`config.mk`:
```
export PLATFORM = sky130hd
export DESIGN_NAME = mem_stage_flat
export DESIGN_NICKNAME = d
export VERILOG_FILES = /design/src/rtl/mem_stage_if.sv /design/src/rtl/mem_stage.sv /design/src/flat_wrapper.sv
export SDC_FILE = /design/constraint.sdc
export NUM_CORES = 1
export LEC_CHECK = 0
export BUFFER_PORTS_ARGS = -buffer_cell sky130_fd_sc_hd__buf_2
export CAP_MARGIN = 20
export CORE_AREA = 2 2 172 174
export DETAILED_ROUTE_END_ITERATION = 8
export DIE_AREA = 0 0 174 176
export GPL_TIMING_DRIVEN = 0
export PLACE_DENSITY = 0.66
export SLEW_MARGIN = 15
export SYNTH_ARGS = -nofsm -noshare
export SYNTH_HDL_FRONTEND = slang
export SYNTH_SLANG_ARGS = --single-unit
```
`constraint.sdc`:
```
create_clock -name clk -period 2.1 [get_ports clk]
set_input_delay 0.42 -clock clk [delete_from_list [all_inputs] [get_ports clk]]
set_output_delay 0.42 -clock clk [all_outputs]
set_load 0.01 [all_outputs]
```
`src/rtl/mem_stage_if.sv`:
```
// MEM stage bus bundle: EX-side inputs, load return data, and the WB / forwarding
// / exception outputs. master = upstream driver, slave = the MEM stage itself.
interface mem_stage_if #(
    parameter int STALL_WD = 6
);
    logic                flush;
    logic [STALL_WD-1:0] stall;
    logic [147:0]        ex_to_mem_bus;
    logic [31:0]         data_sram_rdata;
    logic [139:0]        mem_to_wb_bus;
    logic [75:0]         mem_to_rf_bus;
    logic                excp_adel;
    logic [31:0]         excp_pc;

    modport master (
        output flush, stall, ex_to_mem_bus, data_sram_rdata,
        input  mem_to_wb_bus, mem_to_rf_bus, excp_adel, excp_pc
    );

    modport slave (
        input  flush, stall, ex_to_mem_bus, data_sram_rdata,
        output mem_to_wb_bus, mem_to_rf_bus, excp_adel, excp_pc
    );
endinterface

```
`src/rtl/mem_stage.sv`:
```
// Dual-issue MEM stage. Registers the EX bundle, finishes slot1 loads (byte/half
// select and extension), flags misaligned slot1 loads, and drives the WB and
// register-file forwarding buses combinationally from the registered state.
//
// WB slot layout (70 bits): {valid, pc[31:1], we, waddr[4:0], wdata[31:0]}.
// The slot is 70 bits wide, so pc bit 0 is not carried; instruction addresses
// are word aligned, and the full pc of a faulting load is on excp_pc.
module mem_stage #(
    parameter int STALL_WD = 6
) (
    input  logic        clk,
    input  logic        rst,
    mem_stage_if.slave  mif
);
    localparam int MEM_B = 3;
    localparam int WB_B  = 4;

    logic [STALL_WD-1:0] stall_v;
    logic [147:0]        bus_r;
    logic [31:0]         rdata_hold;
    logic                hold_vld;
    logic                stall_mem, stall_wb;

    assign stall_v   = mif.stall;
    assign stall_mem = stall_v[MEM_B];
    assign stall_wb  = stall_v[WB_B];

    // Slot decode: {valid, pc, we, waddr, result, load_op}
    logic        v1, v2, we1, we2;
    logic [31:0] pc1, pc2, res1, res2;
    logic [4:0]  wa1, wa2;
    logic [2:0]  lop1;

    assign {v1, pc1, we1, wa1, res1, lop1} = bus_r[73:0];
    assign {v2, pc2, we2, wa2, res2}       = bus_r[147:3+74];

    // Pipeline register: flush > bubble (MEM stalled, WB moving) > load > hold
    always_ff @(posedge clk or negedge rst) begin
        if (!rst)                         bus_r <= '0;
        else if (mif.flush)               bus_r <= '0;
        else if (stall_mem && !stall_wb)  bus_r <= '0;
        else if (!stall_mem)              bus_r <= mif.ex_to_mem_bus;
    end

    // Load data returns once; keep it for the rest of a stall. The flag is
    // dropped whenever bus_r changes (load, bubble or flush).
    always_ff @(posedge clk or negedge rst) begin
        if (!rst) begin
            rdata_hold <= '0;
            hold_vld   <= 1'b0;
        end else if (mif.flush || !stall_mem || !stall_wb) begin
            hold_vld   <= 1'b0;
        end else if (!hold_vld) begin
            rdata_hold <= mif.data_sram_rdata;
            hold_vld   <= 1'b1;
        end
    end

    // Slot1 load alignment, extension and misalignment detection
    logic [31:0] ld_word, wdata1;
    logic [7:0]  ld_byte;
    logic [15:0] ld_half;
    logic        misalign, adel;

    always_comb begin
        ld_word = hold_vld ? rdata_hold : mif.data_sram_rdata;
        case (res1[1:0])
            2'd0:    ld_byte = ld_word[7:0];
            2'd1:    ld_byte = ld_word[15:8];
            2'd2:    ld_byte = ld_word[23:16];
            default: ld_byte = ld_word[31:24];
        endcase
        ld_half = res1[1] ? ld_word[31:16] : ld_word[15:0];
        case (lop1)
            3'd1:    wdata1 = {{24{ld_byte[7]}}, ld_byte};
            3'd2:    wdata1 = {24'b0, ld_byte};
            3'd3:    wdata1 = {{16{ld_half[15]}}, ld_half};
            3'd4:    wdata1 = {16'b0, ld_half};
            3'd5:    wdata1 = ld_word;
            default: wdata1 = res1;
        endcase
        misalign = ((lop1 == 3'd3 || lop1 == 3'd4) && res1[0])
                 || (lop1 == 3'd5 && res1[1:0] != 2'b00);
        adel     = v1 && misalign;
    end

    // Output buses: invalid slots are all-zero; a faulting load never writes
    always_comb begin
        logic we1_eff;
        we1_eff = we1 && !adel;
        mif.mem_to_wb_bus = '0;
        mif.mem_to_rf_bus = '0;
        if (v1) begin
            mif.mem_to_wb_bus[69:0] = {1'b1, pc1[31:1], we1_eff, wa1, wdata1};
            mif.mem_to_rf_bus[37:0] = {we1_eff, wa1, wdata1};
        end
        if (v2) begin
            mif.mem_to_wb_bus[139:70] = {1'b1, pc2[31:1], we2, wa2, res2};
            mif.mem_to_rf_bus[75:38]  = {we2, wa2, res2};
        end
        mif.excp_adel = adel;
        mif.excp_pc   = adel ? pc1 : 32'b0;
    end

endmodule

```
`src/flat_wrapper.sv`:
```
// flat-port wrapper written by rule: the top's interface ports become plain ports
module mem_stage_flat 
#(
    parameter int STALL_WD = 6
)
  (clk, rst, mif_flush, mif_stall, mif_ex_to_mem_bus, mif_data_sram_rdata, mif_mem_to_wb_bus, mif_mem_to_rf_bus, mif_excp_adel, mif_excp_pc);
  mem_stage_if #(.STALL_WD(STALL_WD)) mif_i ();
  input  logic clk;
  input  logic rst;
  input wire logic [$bits(mif_i.flush)-1:0] mif_flush;
  input wire logic [$bits(mif_i.stall)-1:0] mif_stall;
  input wire logic [$bits(mif_i.ex_to_mem_bus)-1:0] mif_ex_to_mem_bus;
  input wire logic [$bits(mif_i.data_sram_rdata)-1:0] mif_data_sram_rdata;
  output wire logic [$bits(mif_i.mem_to_wb_bus)-1:0] mif_mem_to_wb_bus;
  output wire logic [$bits(mif_i.mem_to_rf_bus)-1:0] mif_mem_to_rf_bus;
  output wire logic [$bits(mif_i.excp_adel)-1:0] mif_excp_adel;
  output wire logic [$bits(mif_i.excp_pc)-1:0] mif_excp_pc;
  assign mif_i.flush = mif_flush;
  assign mif_i.stall = mif_stall;
  assign mif_i.ex_to_mem_bus = mif_ex_to_mem_bus;
  assign mif_i.data_sram_rdata = mif_data_sram_rdata;
  assign mif_mem_to_wb_bus = mif_i.mem_to_wb_bus;
  assign mif_mem_to_rf_bus = mif_i.mem_to_rf_bus;
  assign mif_excp_adel = mif_i.excp_adel;
  assign mif_excp_pc = mif_i.excp_pc;
  mem_stage #(.STALL_WD(STALL_WD)) u_core (.clk(clk), .rst(rst), .mif(mif_i));
endmodule
```
==> Word-level counts from Yosys, hierarchy flattened <==
Index checks and enable logic that the tools add are counted.
{ "op_classes": {"eq_ne": 8, "n_mux": 13, "n_reduce_logical": 14} }
{ "ops": {"columns": ["cell", "n"], "rows": [
  ["$mux W148", 3],
  ["$pmux W32 S5", 1],
  ["$mux W70", 2],
  ["$mux W38", 2],
  ["$mux W32", 2],
  ["$pmux W8 S3", 1],
  ["$mux W16", 1],
  ["$eq A3 B2 Y1 const B", 2],
  ["$eq A3 B3 Y1 const B", 2],
  ["$logic_and A1 B1 Y1", 5],
  ["$logic_or A1 B1 Y1", 4],
  ["$eq A3 B1 Y1 const B", 1],
  ["$logic_not A1 Y1", 3],
  ["$ne A3 B2 Y1 const B", 1],
  ["$eq A2 B1 Y1 const B", 1],
  ["$eq A2 B2 Y1 const B", 1],
  ["$logic_not A2 Y1", 1],
  ["$reduce_bool A2 Y1", 1],
  ["$mux W1", 1]
]} }
{ "word_totals": {"out_inout_bits": 249, "reg_bits": 181, "in_bits": 189} }

==> Logic depth before layout (Yosys ltp) <==
Gate-level depths: netlist of the first run.
{ "depth": {"depth_word": 8, "mapped_depth": 8} }

==> Worst setup path before layout of the first run <==
Ideal clock, no wire load.
{ "synth_path": {"path_kind": "register to output", "startpoint": "reg u_core.hold_vld", "endpoint": "out mif_mem_to_wb_bus[31]", "arrival_time_ns": 1.726, "slack_ns": -0.046, "required_ns": 1.680, "path_stages_with_launch": 7, "path_cell_list": "dfrtp_1 -> mux4_2 -> nand2b_4 -> a41oi_4 -> buf_6 -> a31oi_1 -> buf_4"} }
{ "synth_between": {"elab_chain_len": 4, "word_cells_on_any_way": 5, "classes_between": "mux (5)"} }
{ "synth_lines": {"columns": ["element", "line_no", "text"], "rows": [
  ["start, declared", "mem_stage.sv:21", "logic hold_vld;"],
  ["start signal, assigned", "mem_stage.sv:50", "hold_vld <= 1'b0;"],
  ["start signal, assigned", "mem_stage.sv:52", "hold_vld <= 1'b0;"],
  ["start signal, assigned", "mem_stage.sv:55", "hold_vld <= 1'b1;"],
  ["$mux W32 (*)", "mem_stage.sv:66", "ld_word = hold_vld ? rdata_hold : mif.data_sram_rdata;"],
  ["$pmux W8 S3 / $mux W16 (equally long branches)", "mem_stage.sv:67, mem_stage.sv:73", null],
  ["$pmux W32 S5 (*)", "mem_stage.sv:74", "case (lop1)"],
  ["$mux W70 (*)", "mem_stage.sv:93", "if (v1) begin"],
  ["end, declared", "flat_wrapper.sv:14", "output wire logic [$bits(mif_i.mem_to_wb_bus)-1:0] mif_mem_to_wb_bus;"]
]} }
Mark *: on every way between the ends. The rest lies on a longest branch, timed or not.

==> Worst setup path in the final report of the first run <==
{ "layout_path": {"startpoint": "reg u_core.bus_r[2]", "endpoint": "out mif_mem_to_wb_bus[20]"} }
{ "layout_between": {"elab_chain_len": 3, "word_cells_on_any_way": 7, "classes_between": "eq/ne (5); mux (2)"} }
{ "layout_lines": {"columns": ["element", "line_no", "text"], "rows": [
  ["start, declared", "mem_stage.sv:19", "logic [147:0] bus_r;"],
  ["start signal, assigned", "mem_stage.sv:42", "else if (!stall_mem) bus_r <= mif.ex_to_mem_bus;"],
  ["$eq A3 B3 Y1 (tied with other cells)", "mem_stage.sv:74", null],
  ["$pmux W32 S5 (*)", "mem_stage.sv:74", null],
  ["$mux W70 (*)", "mem_stage.sv:93", null]
]} }
Marks and branches as above.

==> results of run 1 <==
==> placed cells by master (no fill, tap or decap), types with 24 or more instances in the layout <==
master and count:
buf_6 90, and2_1 106, a22o_1 144, buf_4 84, mux2_2 51, buf_2 378, o21ai_0 33, and2_4 30
nand2_1 24, dfrtp_1 171
==> path summary, 6_finish.rpt <==
path                                                   start                                end  slack [ns]  depth (start not counted)
max in group asynchronous                                rst      u_core.bus_r[147]$_DFFE_PN0P_        0.66                          4
min in group asynchronous                                rst       u_core.bus_r[49]$_DFFE_PN0P_        0.35                          2
worst min register to register  u_core.bus_r[35]$_DFFE_PN0P_       u_core.bus_r[35]$_DFFE_PN0P_        0.50                          1
worst min-delay path                   mif_ex_to_mem_bus[90]       u_core.bus_r[90]$_DFFE_PN0P_        0.19                          2
worst max register to register     u_core.hold_vld$_DFF_PN0_  u_core.rdata_hold[24]$_DFFE_PN0P_        0.09                          6
worst max-delay path             u_core.bus_r[2]$_DFFE_PN0P_              mif_mem_to_wb_bus[20]       -0.72                          7
==> layout make-up <==
type	instances	share of cell area, %
clock inverter	14	0.901
buffer	153	8.28
antenna	2	0.0343
multi-input combinational	544	33.3
clock buffer	18	2.94
timing repair buffer	469	20.7
inverter	3	0.0773
tap	384	3.30
sequential	177	30.4
==> power by group <==
group          switching, mW  internal, mW  leakage [nW]
combinational          0.818         0.795          4.76
clock                   1.57          1.58         0.280
sequential             0.206          3.67          2.31
==> per-stage QoR <==
step	power [mW]	area [um2]	hold slack (ns)	setup WS, ns	setup TNS (ns)
6_report	8.64	14600	0.191	-0.721	-50.28
5_1_grt	9.00	14600	0.177	-0.755	-56.55
4_1_cts	8.56	13800	0.175	-0.725	-55.03
3_3_place_gp	5.17	12200	0.480	-2.38	-480.18
2_1_floorplan	4.59	9610	0.124	-0.0463	-0.635
3_5_place_dp	5.22	12300	0.205	-0.665	-64.10
==> flip-flops by register name (all words and copies together), names as in the netlist <==
signal and cells:
u_core.hold_vld 1, u_core.bus_r 144, u_core.rdata_hold 32
==> critical path, delay by kind of cell (launching register included) <==
kind / cells / cell delay, ns
buffers and inverters: 3 / 0.47
and+or+nand+nor: 1 / 0.35
AOI/OAI and AO/OA: 3 / 0.68
DFF: 1 / 0.47
==> metal layers <==
layer  part of all wire (%)  up-vias  global-route usage, %
met1                     39     4627                   29.8
met5                      0        -                      0
met2                     51      489                   41.3
met3                    7.3       53                   4.82
li1                       -     4085                      -
met4                    2.2        0                   7.00
==> logic make-up after synthesis <==
family,count (synthesis)
compound gates,261
xor+xnor,1
buf+inv,157
flops,177
mux,85
simple gates,197
==> repair_timing <==
| item | CTS | global route |
|---|---|---|
| endpoints found under the hold margin | 3 | 0 |
| cloned | 5 | 1 |
| hold buffers | 1 | 0 |
| pin swaps | 26 | 25 |
| setup buffers | 21 | 11 |
| resized for setup | 175 | 136 |
| setup endpoints to repair | 197 | 146 |
==> run summary, run 1 <==
The floorplan die height came out at 176 um. The critical path in this run is classified as flip-flop to output port. For the pin with the worst max-slew slack, the measured transition is 0.644 ns. The effective utilization at floorplan is 33.7%. The mean instance size in the synthesized netlist came out at 11.0 um2. The first global-routing pass estimated 55600 um of wire. The maximum clock skew at final layout is 0.00385 ns. The proportion of register bits with asynchronous set or reset after synthesis is 100%. The required time reported for the critical path endpoint is 1.68 ns. The maximum single-stage delay on the critical path is 0.52 ns. The shortest period the worst path allows came out at 2.82 ns.

The cell at the root of the clock tree is clkbuf_16. The post-synth net total is 1067. The cell count after placement came out at 1693.

The fraction of layout cells with a size suffix above 1 came out at 58.4%. Setup violations remaining at the end of the flow were counted as 99. By area, the combinational part of the netlist is dominated by compound AO/OA/AOI/OAI gates. The clock edge transition at the registers on the reported setup and hold paths is 0.09 ns. In the post-synthesis netlist, the cell with the most instances is dfrtp_1. Of the post-synthesis cell area, the dominant cell type holds 46.1%. The kind of launch point of the worst setup path is a flip-flop. The top fanout value on the critical path is 10. After detailed routing, the number of remaining DRC violations is 0. The number of global-route vias before repair came out at 9082. The core region is 28500 um2.

The flip-flop and latch count after synthesis came out at 177. Among all stages on the critical path, the largest delay is contributed by o21ai_0. The areal power density over the cells came out at 593 nW/um2. In this run the deepest clock path goes through 2 buffers. The count of antenna-violating nets left after detailed routing came out at 0. The run finished, with violations left.

The data arrival time of the critical path is 2.40 ns. The simple-gate portion of the synthesized area is 12.2%. Leaving out filler cells and counting taps, the final layout contains 1764. The final critical path takes up 134% of the cycle. Ranked by total cell area, the synthesized netlist is headed by dfrtp_1 46%, a22o_1 13%, and2_1 8.9%.

The fraction of synthesized cell area in xor and xnor cells came out at 0.0911%. The congestion estimate from routability-driven global placement came to 0.912. The complex-gate fraction of the synthesized area is 20.4%. The DRC marker count from the first detailed-route iteration is 696. The detailed-placement wirelength estimate came out at 28100 um.

The worst setup path is captured at an output port. The worst slew margin relative to its limit came out at 57.1%. The die footprint came out at 30600 um2.

Across the run, the number of max-cap violations was 0. The final global-route overflow total is 0. The detailed-route wire length came out at 37900 um. The maximum resistive drop on vdd is 0.449 mV. The final reports fail on setup timing. The post-synthesis instance area is 9610 um2.

The leakage dissipation is 7.35 nW. The number of inserted filler cells in the final layout came out at 2594. The multiplexer area fraction after synthesis came out at 10.7%. The path class of the tightest hold or removal check is input port to flip-flop. The synthesized design contains 0 enable-type register cells.

The number of library cell types mapped by synthesis is 48. The count of H-tree levels built during CTS is 4. The final-report max-slew violation count is 0.

The pin count of the biggest net entering global routing is 97. Among the stages of the critical path, the cell type that occurs most often is buf_6. Across every metal layer, demand over resource in global routing totals 23.7%. The dominant register cell in the synthesized netlist is dfrtp_1. The area of the multi-input gates came out at 4850 um2. Setup repair after global routing could not meet its margin everywhere. Sequential cells were found to cover 46.1% of the synthesized design area. The clock tree from TritonCTS is yes. After the last flow step, the layout net total stands at 1554. The floorplan has 62 rows. The final number of hold-violating endpoints is 0. After layout, the worst setup slack is -0.721 ns. The post-synthesis cell type with the largest combined area is dfrtp_1. The vias per cell is 5.25. The routed length per placed instance is 21.5 um.

The initial antenna violation count came out at 2. The area growth from synthesis to layout is 51.6%. The arithmetic-cell share of the synthesized area counting full adders, half adders and majority gates is 0%. The number of port buffers came out at 429. The length of the first detailed-routing pass in iterations is 5. The maximum operating frequency came out at 354 MHz. The floorplan die width came out at 174 um. Once layout is complete, the utilization of the core stands at 51.1%. The commonest cells after synthesis are 177 x dfrtp_1, 144 x a22o_1, 137 x and2_1, 79 x buf_4, 51 x mux2_2. The via count is 9254. The Yosys step of the flow raised 0 warnings. The clock latency on the worst-skew pair is 0.43 ns. The number of buffers created by CTS came out at 17. The flip-flop and latch area came out at 4440 um2. The synthesized netlist cell count is 878. Walking the worst path, the cells encountered are nor3_2 -> a21oi_4 -> clkbuf_4 -> o21ai_0 -> a31oi_4 -> buf_6 -> buf_6.

The number of clock sinks came out at 177. The count of pins on the block boundary is 438.
Note: power is estimated with default switching activity, not from simulation.
==> run 2, diff against run 1 <==
Settings changed: ABC_AREA set to 1, CORE_AREA 2 2 172 174 to 2 2 170 172, DIE_AREA 0 0 174 176 to 0 0 172 174, PLACE_DENSITY 0.66 to 0.69, RECOVER_POWER set to 25.
==> run 2 against run 1 <==
The run still ends with setup timing left; area after synthesis up 5.6%; setup slack better by 0.19 ns; utilization up 4.9 points; final cell count up 33%; global-route usage up 2.0 points; highest routed layer is now met5; count of clock-buffer cells in the layout unchanged; via count up 22%; power up 4.6%; routed wire length up 5.1%; non-clock buffer count up 7.
==> run summary, run 2 <==
The run finished, with violations left. The final reports fail on setup timing. The proportion of register bits with asynchronous set or reset after synthesis came out at 100%.

The clock arrives with 0.00804 ns of skew. The flip-flop and latch count after synthesis is 177. The fraction of layout cells with a size suffix above 1 came out at 42.9%.

For this configuration, the core starts out at a cell density of 36.0%. The maximum operating frequency came out at 380 MHz. The number of clock sinks is 177. The count of H-tree levels built during CTS came out at 4.

The most common library cell in the layout ignoring fill and taps is buf_2. Among all flip-flop cells after synthesis, the most frequent one is dfrtp_1. The die is 172 um wide. Setup repair after global routing could not meet its margin everywhere. The count of warnings emitted by yosys is 0. The worst hold path terminates at u_core.bus_r[125]$_DFFE_PN0P_. The cell at the root of the clock tree is clkbuf_16. Yosys instantiated no cell more often than nand2_1. The number of flops mapped to enable cells by yosys is 0.

For this run, the share of the core covered by cells in the final layout is 55.9%. The worst-case setup margin in the final layout came out at -0.532 ns. The final number of hold-violating endpoints came out at 0. At the worst endpoint, the required time is 1.68 ns. The detailed-route wire length came out at 39900 um. TritonCTS built the clock tree. The clock passes through at most 2 buffers.

The count of buffers added on input and output ports is 429. In this run the remaining antenna-violating nets after routing total 0. The later pin in the worst-skew pair is clocked with a latency of 0.43 ns. The areal power density over the cells came out at 573 nW/um2.

The die footprint is 29900 um2. The vias per cell is 4.80. The mean instance size in the synthesized netlist came out at 6.99 um2. The post-layout total power came out at 9.04 mW.

The worst hold path begins at mif_ex_to_mem_bus[125]. The worst slew margin relative to its limit is 14.9%. Leaving out fill and tap cells, the most frequent cells in the layout are 369 x buf_2, 342 x nand2_1, 288 x inv_1. The via count came out at 11248.

At the end of routability-driven placement, the weighted congestion stood at 0.955. The share of synthesized area in the top cell type comes to 43.6%. The clock edge transition at the registers on the reported setup and hold paths is 0.08 ns. The top fanout value on the critical path came out at 6. STA classifies the critical path endpoint as an output port. Summing every instance area after synthesis gives 10200 um2. The tightest min-delay check is of the input port to flip-flop type. Hold is met by 0.224 ns. The area after detailed placement is 12800 um2. The die is 174 um tall.

The aggregate global-route resource usage came out at 25.7%. Timing analysis after detailed placement gives a worst setup slack of -0.341 ns. The routed length per placed instance came out at 17.0 um.

The number of library cell types mapped by synthesis came out at 30. The shortest period the worst path allows is 2.63 ns. In the final layout, the registers with the most flip-flops are u_core.bus_r: 144 flops, u_core.rdata_hold: 32 flops, u_core.hold_vld: 1 flops. By area the synthesized netlist is led by dfrtp_1 44%, nand2_1 15%, inv_1 11%. The length of the first detailed-routing pass in iterations came out at 6. The cell depth of the worst hold path came out at 3. For the worst flop-to-flop path, the logic depth is 6. When the netlist entered floorplanning its net count stood at 1641. The kind of launch point of the worst setup path is a flip-flop.

The number of global-route vias before repair is 11028. The cell count after synthesis came out at 1452. Ranked by instance count, the synthesized netlist is headed by 406 x nand2_1, 298 x inv_1, 177 x dfrtp_1, 146 x o21ai_0, 88 x nor2_1. The number of rows created at floorplan came out at 62. The share of the yosys chip area belonging to registers came out at 43.6%. The wire length of the first global-routing pass is 59400 um. The endpoint identified for the worst register-to-register timing path is u_core.rdata_hold[27]$_DFFE_PN0P_. The layout overhead on the synthesized area is 55.5%. The final standard cell area without fillers is 15800 um2. The maximum resistive drop on vdd is 0.364 mV. The number of inserted filler cells in the final layout came out at 2658. STA puts the critical path data arrival time at 2.21 ns.

For flop-to-flop paths, the worst setup slack is 0.74 ns. The DRC violation count after routing came out at 0. Ranked by flip-flop count, first place goes to u_core.bus_r. The largest total area in the synthesized netlist belongs to dfrtp_1. The startpoint identified for the worst register-to-register timing path is u_core.hold_vld$_DFF_PN0_. The area inside the core boundary is 28200 um2. In the finished design, the share of the clock period the worst path needs comes to 125%.

Max-cap violations in this run came to 0. At the pin with the least slew margin, the transition time is 1.28 ns. The detailed-placement wirelength estimate is 28900 um. After the first detailed-routing iteration, the DRC count stood at 902. The final setup violation count is 99.

For this design the top-level I/O count stands at 438. The final global-route overflow total is 0. The startpoint-to-endpoint class of the critical path is flip-flop to output port. The pin count of the biggest net entering global routing is 96. The final-report max-slew violation count came out at 0. The initial antenna violation count was 5. The number of buffers created by CTS came out at 17. The number of flip-flops under the largest register name is 144.

The leakage dissipation is 9.10 nW. For this run, the post-layout net count is 2131.
==> run 2: cell count changes after synthesis, sizes merged, moves of 34 or more <==
| cell | delta |
|---|---|
| nand3 | +34 |
| and2 | -136 |
| inv | +301 |
| nor2 | +87 |
| o21ai | +102 |
| mux2 | -51 |
| nand2 | +385 |
| a22o | -144 |
==> run 2: power by group <==
group	total (mW)	leakage (nW)	switching, mW	internal [mW]
Combinational	1.77	6.50	1.07	0.705
Sequential	3.80	2.29	0.151	3.65
Clock	3.47	0.304	1.63	1.84
Total	9.04	9.10	2.85	6.19
==> run 2: worst max path at each step <==
| stage | startpoint | end | cells past startpoint |
|---|---|---|---|
| floorplan | u_core.hold_vld$_DFF_PN0_ | mif_mem_to_wb_bus[1] | 10 |
| global placement | rst | u_core.bus_r[37]$_DFFE_PN0P_ | 1 |
| detailed placement | u_core.bus_r[4]$_DFFE_PN0P_ | mif_mem_to_wb_bus[13] | 10 |
| CTS | u_core.hold_vld$_DFF_PN0_ | mif_mem_to_wb_bus[25] | 12 |
| global route | u_core.hold_vld$_DFF_PN0_ | mif_mem_to_wb_bus[20] | 10 |
| finish | u_core.hold_vld$_DFF_PN0_ | mif_mem_to_wb_bus[27] | 10 |
==> run 2: cell families after synthesis <==
group                  synth area share [%]
AOI/OAI and AO/OA                      13.6
buffers and inverters                  20.9
DFF                                    43.6
and+or+nand+nor                        21.9
==> run 2: layer usage <==
layer | up-vias | track usage, % | routed length [um]
met2 | 502 | 44.8 | 20300
met1 | 5351 | 31.5 | 15800
li1 | 5316 | - | -
met5 | - | 0 | 30
met4 | 4 | 8.79 | 1150
met3 | 75 | 4.87 | 2600
==> run 2: per-stage QoR <==
step                cells  setup TNS (ns)
detailed placement   2266          -11.19
finish               2341          -40.14
floorplan            1452               0
global route         2341          -50.12
CTS                  2336          -40.13
global placement     2265         -420.00
==> run 2: cell type report <==
class	count	area, um2	share of cell area, %
multi-input cells	813	4740	30.0
inverters	304	1170	7.42
flip-flops and latches	177	4440	28.1
repair buffers	477	3160	20.0
plain buffers	152	1170	7.43
diodes	2	5.00	0.0317
well taps	384	480	3.04
clock inverters	14	190	1.20
clock buffers	18	429	2.72
==> run 2: critical path, stage by stage, from the launching register on <==
cell and delay [ns]:
dfrtp_2 0.47, clkinv_4 0.12, nand2_4 0.08, nand3_4 0.10, nand2_2 0.05, nand3_2 0.10, nand3_4 0.21, buf_16 0.23
a21oi_4 0.20, buf_6 0.12, buf_6 0.09
==> run 2: timing repair <==
action | CTS | global route
cloned | 10 | 2
buffers inserted | 34 | 5
setup endpoints to repair | 247 | 159
resized for setup | 329 | 172
pin swaps | 26 | 48
hold buffers | 1 | 0
endpoints found under the hold margin | 8 | 0
==> run 3, diff against run 2 <==
Settings changed: PLACE_DENSITY 0.69 to 0.66.
==> run 3 against run 2 <==
Sequential power up 1%; cell area is 7.1% higher; clock power decreased by 3%; critical path depth grew 1; the flow still finishes with violations (setup timing); global-route usage about the same; largest power group unchanged; combinational power grew 15%.
==> run summary, run 3 (synthesis results as in run 2) <==
The floorplan die width is 172 um. The final number of hold-violating endpoints came out at 0. The clock tree from TritonCTS is yes.

The post-layout total power is 9.24 mW. The leakage dissipation came out at 9.59 nW. The routed length per placed instance is 18.0 um. The length of the first detailed-routing pass in iterations came out at 5.

The area of the multi-input gates came out at 5240 um2. The worst slew margin relative to its limit came out at 17.7%. The checks that failed: setup timing.

The count of pins on the block boundary is 438. The maximum resistive drop on vdd came out at 0.456 mV. The register with the most flip-flops in the final layout is u_core.bus_r.

The weighted congestion at the end of routability-driven global placement came out at 0.919. The required time reported for the critical path endpoint is 1.68 ns. The count of maximum capacitance violations came out at 0. The number of inserted filler cells in the final layout is 2444. The finished layout holds 2372 standard cells, fillers aside. The top fanout value on the critical path came out at 8. The critical path goes through buf_8 -> buf_12 -> buf_8 -> nand2_4 -> nand2_2 -> o21ai_1 -> nand3_1 -> nand2_2 -> a21oi_4 -> buf_4 -> buf_4. STA classifies the critical path startpoint as a flip-flop. The worst hold slack across all endpoints is 0.211 ns. In the final layout, the registers with the most flip-flops are u_core.bus_r: 144 flops, u_core.rdata_hold: 32 flops, u_core.hold_vld: 1 flops. The final setup violation count came out at 123. For this run, the top clock speed supported by timing is 378 MHz. For the worst setup path, the data arrival time is 2.23 ns. The final-report max-slew violation count is 0. The detailed router finished its first iteration with 745 violations. The pin slew with the least headroom to its limit came out at 1.23 ns. The worst-case setup margin in the final layout is -0.546 ns. In this run the deepest clock path goes through 2 buffers.

For this run the aggregate overflow at the end of global routing stands at 0. The fraction of layout cells with a size suffix above 1 is 48.6%. Global routing used 25.7% of the available tracks across all layers.

The cell count after placement is 2266. The initial antenna violation count is 4. Clock tree synthesis found a total of 177 sinks. The die footprint is 29900 um2. The cell depth of the worst hold path is 3.

Setup repair after global routing could not meet its margin everywhere. The worst hold path terminates at u_core.bus_r[135]$_DFFE_PN0P_. The top cell types in the final layout, fill and taps aside, are 337 x buf_2, 281 x nand2_1, 267 x inv_1.

The shortest period the worst path allows came out at 2.65 ns. The setup check on the worst reg-to-reg path leaves a slack of 0.58 ns. The number of global-route vias before repair came out at 11018. From synthesis to final layout, the design area changed by 66.5%.

The post-route clock period utilization is 126%. The wire length of the first global-routing pass is 59100 um. Row generation in the floorplan step produced 62 rows.

The area inside the core boundary came out at 28200 um2. Leaving out fill and tap cells, the most frequent cell in the layout is buf_2. The sequential cells in the finished layout cover a total of 4440 um2. In this run the remaining antenna-violating nets after routing total 0. Clock tree synthesis inserted a total of 17 buffers. The number of nets in the layout came out at 2162. The detailed-placement wirelength estimate came out at 28900 um. The floorplan die height is 174 um. The worst hold path belongs to the class input port to flip-flop.

The slowest stage of the critical path is the dfrtp_2 cell. The vias per cell is 4.92. The core utilization of the finished layout came out at 59.9%. The launch instance of the worst min-delay path is mif_ex_to_mem_bus[135]. The routed layout has 11659 vias. Entering global routing, the biggest net connects 99 pins. The endpoint identified for the worst register-to-register timing path is u_core.rdata_hold[16]$_DFFE_PN0P_. In the routed design, unresolved DRC markers number 0. At the placement stage, the worst setup path has a slack of -0.377 ns. The detailed-route wire length came out at 42800 um.

The H-tree generated during clock tree synthesis spans 4 levels. STA classifies the critical path endpoint as an output port. The initial utilization of the core area, before any placement, comes to 36.0%. After clock tree synthesis, the clock-pin slew on the worst setup and hold paths is 0.09 ns.

On the worst path, the slowest cell contributes a delay of 0.42 ns. The maximum clock skew at final layout came out at 0.0168 ns. The cell at the root of the clock tree is clkbuf_16.

The number of port buffers is 429. The startpoint identified for the worst register-to-register timing path is u_core.hold_vld$_DFF_PN0_. The clock latency on the worst-skew pair came out at 0.44 ns.

The number of flip-flops under the largest register name is 144. The areal power density over the cells came out at 546 nW/um2. The flow ran to the end, but the final reports show violations.

The worst setup path is of the flip-flop to output port kind. The path depth of the worst reg2reg path is 6.
==> run 3: cell types whose count changed in the layout (fill, tap and decap cells not counted), sizes merged <==
cell,before,now
clkinvlp,0,1
clkbuf,70,65
inv,310,309
buf,576,611
clkinv,6,8
bufinv,2,1
==> run 3: final cells by class <==
cell class | count | area share [%]
diodes | 2 | 0.0296
plain buffers | 156 | 7.44
clock buffers | 17 | 2.52
clock inverters | 15 | 1.01
inverters | 304 | 6.91
multi-input cells | 813 | 31.0
flip-flops and latches | 177 | 26.2
well taps | 384 | 2.84
repair buffers | 504 | 22.0
==> run 3: per-layer routing <==
metal  wire length [um]  GRT usage, %
met1              16600          31.8
met2              21600          43.9
met3               2670          5.08
met4               1860          10.1
met5                 24             0
==> run 3: how the worst max path moves through the flow <==
stage / from / endpoint / slack (ns) / depth (start not counted)
floorplan: u_core.hold_vld$_DFF_PN0_ / mif_mem_to_wb_bus[1] / 0.13 / 10
global placement: rst / u_core.bus_r[139]$_DFFE_PN0P_ / -2.37 / 1
detailed placement: u_core.hold_vld$_DFF_PN0_ / mif_mem_to_wb_bus[1] / -0.38 / 11
CTS: u_core.hold_vld$_DFF_PN0_ / mif_mem_to_wb_bus[19] / -0.46 / 10
global route: u_core.hold_vld$_DFF_PN0_ / mif_mem_to_wb_bus[1] / -0.62 / 11
finish: u_core.hold_vld$_DFF_PN0_ / mif_mem_to_wb_bus[1] / -0.55 / 11
==> run 3: repair_timing <==
action | in CTS | in global routing
pin swaps | 63 | 78
gates cloned | 6 | 8
gates resized for setup | 325 | 417
hold buffers | 1 | 0
hold endpoints to repair | 13 | 0
buffers inserted | 39 | 24
setup endpoints to repair | 241 | 183
==> run 3: stage by stage <==
step	area [um2]	TNS, ns
5_1_grt	16900	-51.25
4_1_cts	15000	-43.03
3_3_place_gp	12800	-428.54
3_5_place_dp	12800	-13.07
2_1_floorplan	10200	0
6_report	16900	-42.13
==> run 3: power breakdown <==
group	internal, mW	switching, mW
registers	3.65	0.205
logic	0.845	1.18
clock network	1.70	1.65
==> run 3: critical path: cells and delay by family, from the launching register on <==
family                 cells  cell delay [ns]
buffers and inverters      5             0.73
AND/OR/NAND/NOR            4             0.37
flip-flops                 1             0.42
AO/OA/AOI/OAI              2             0.28
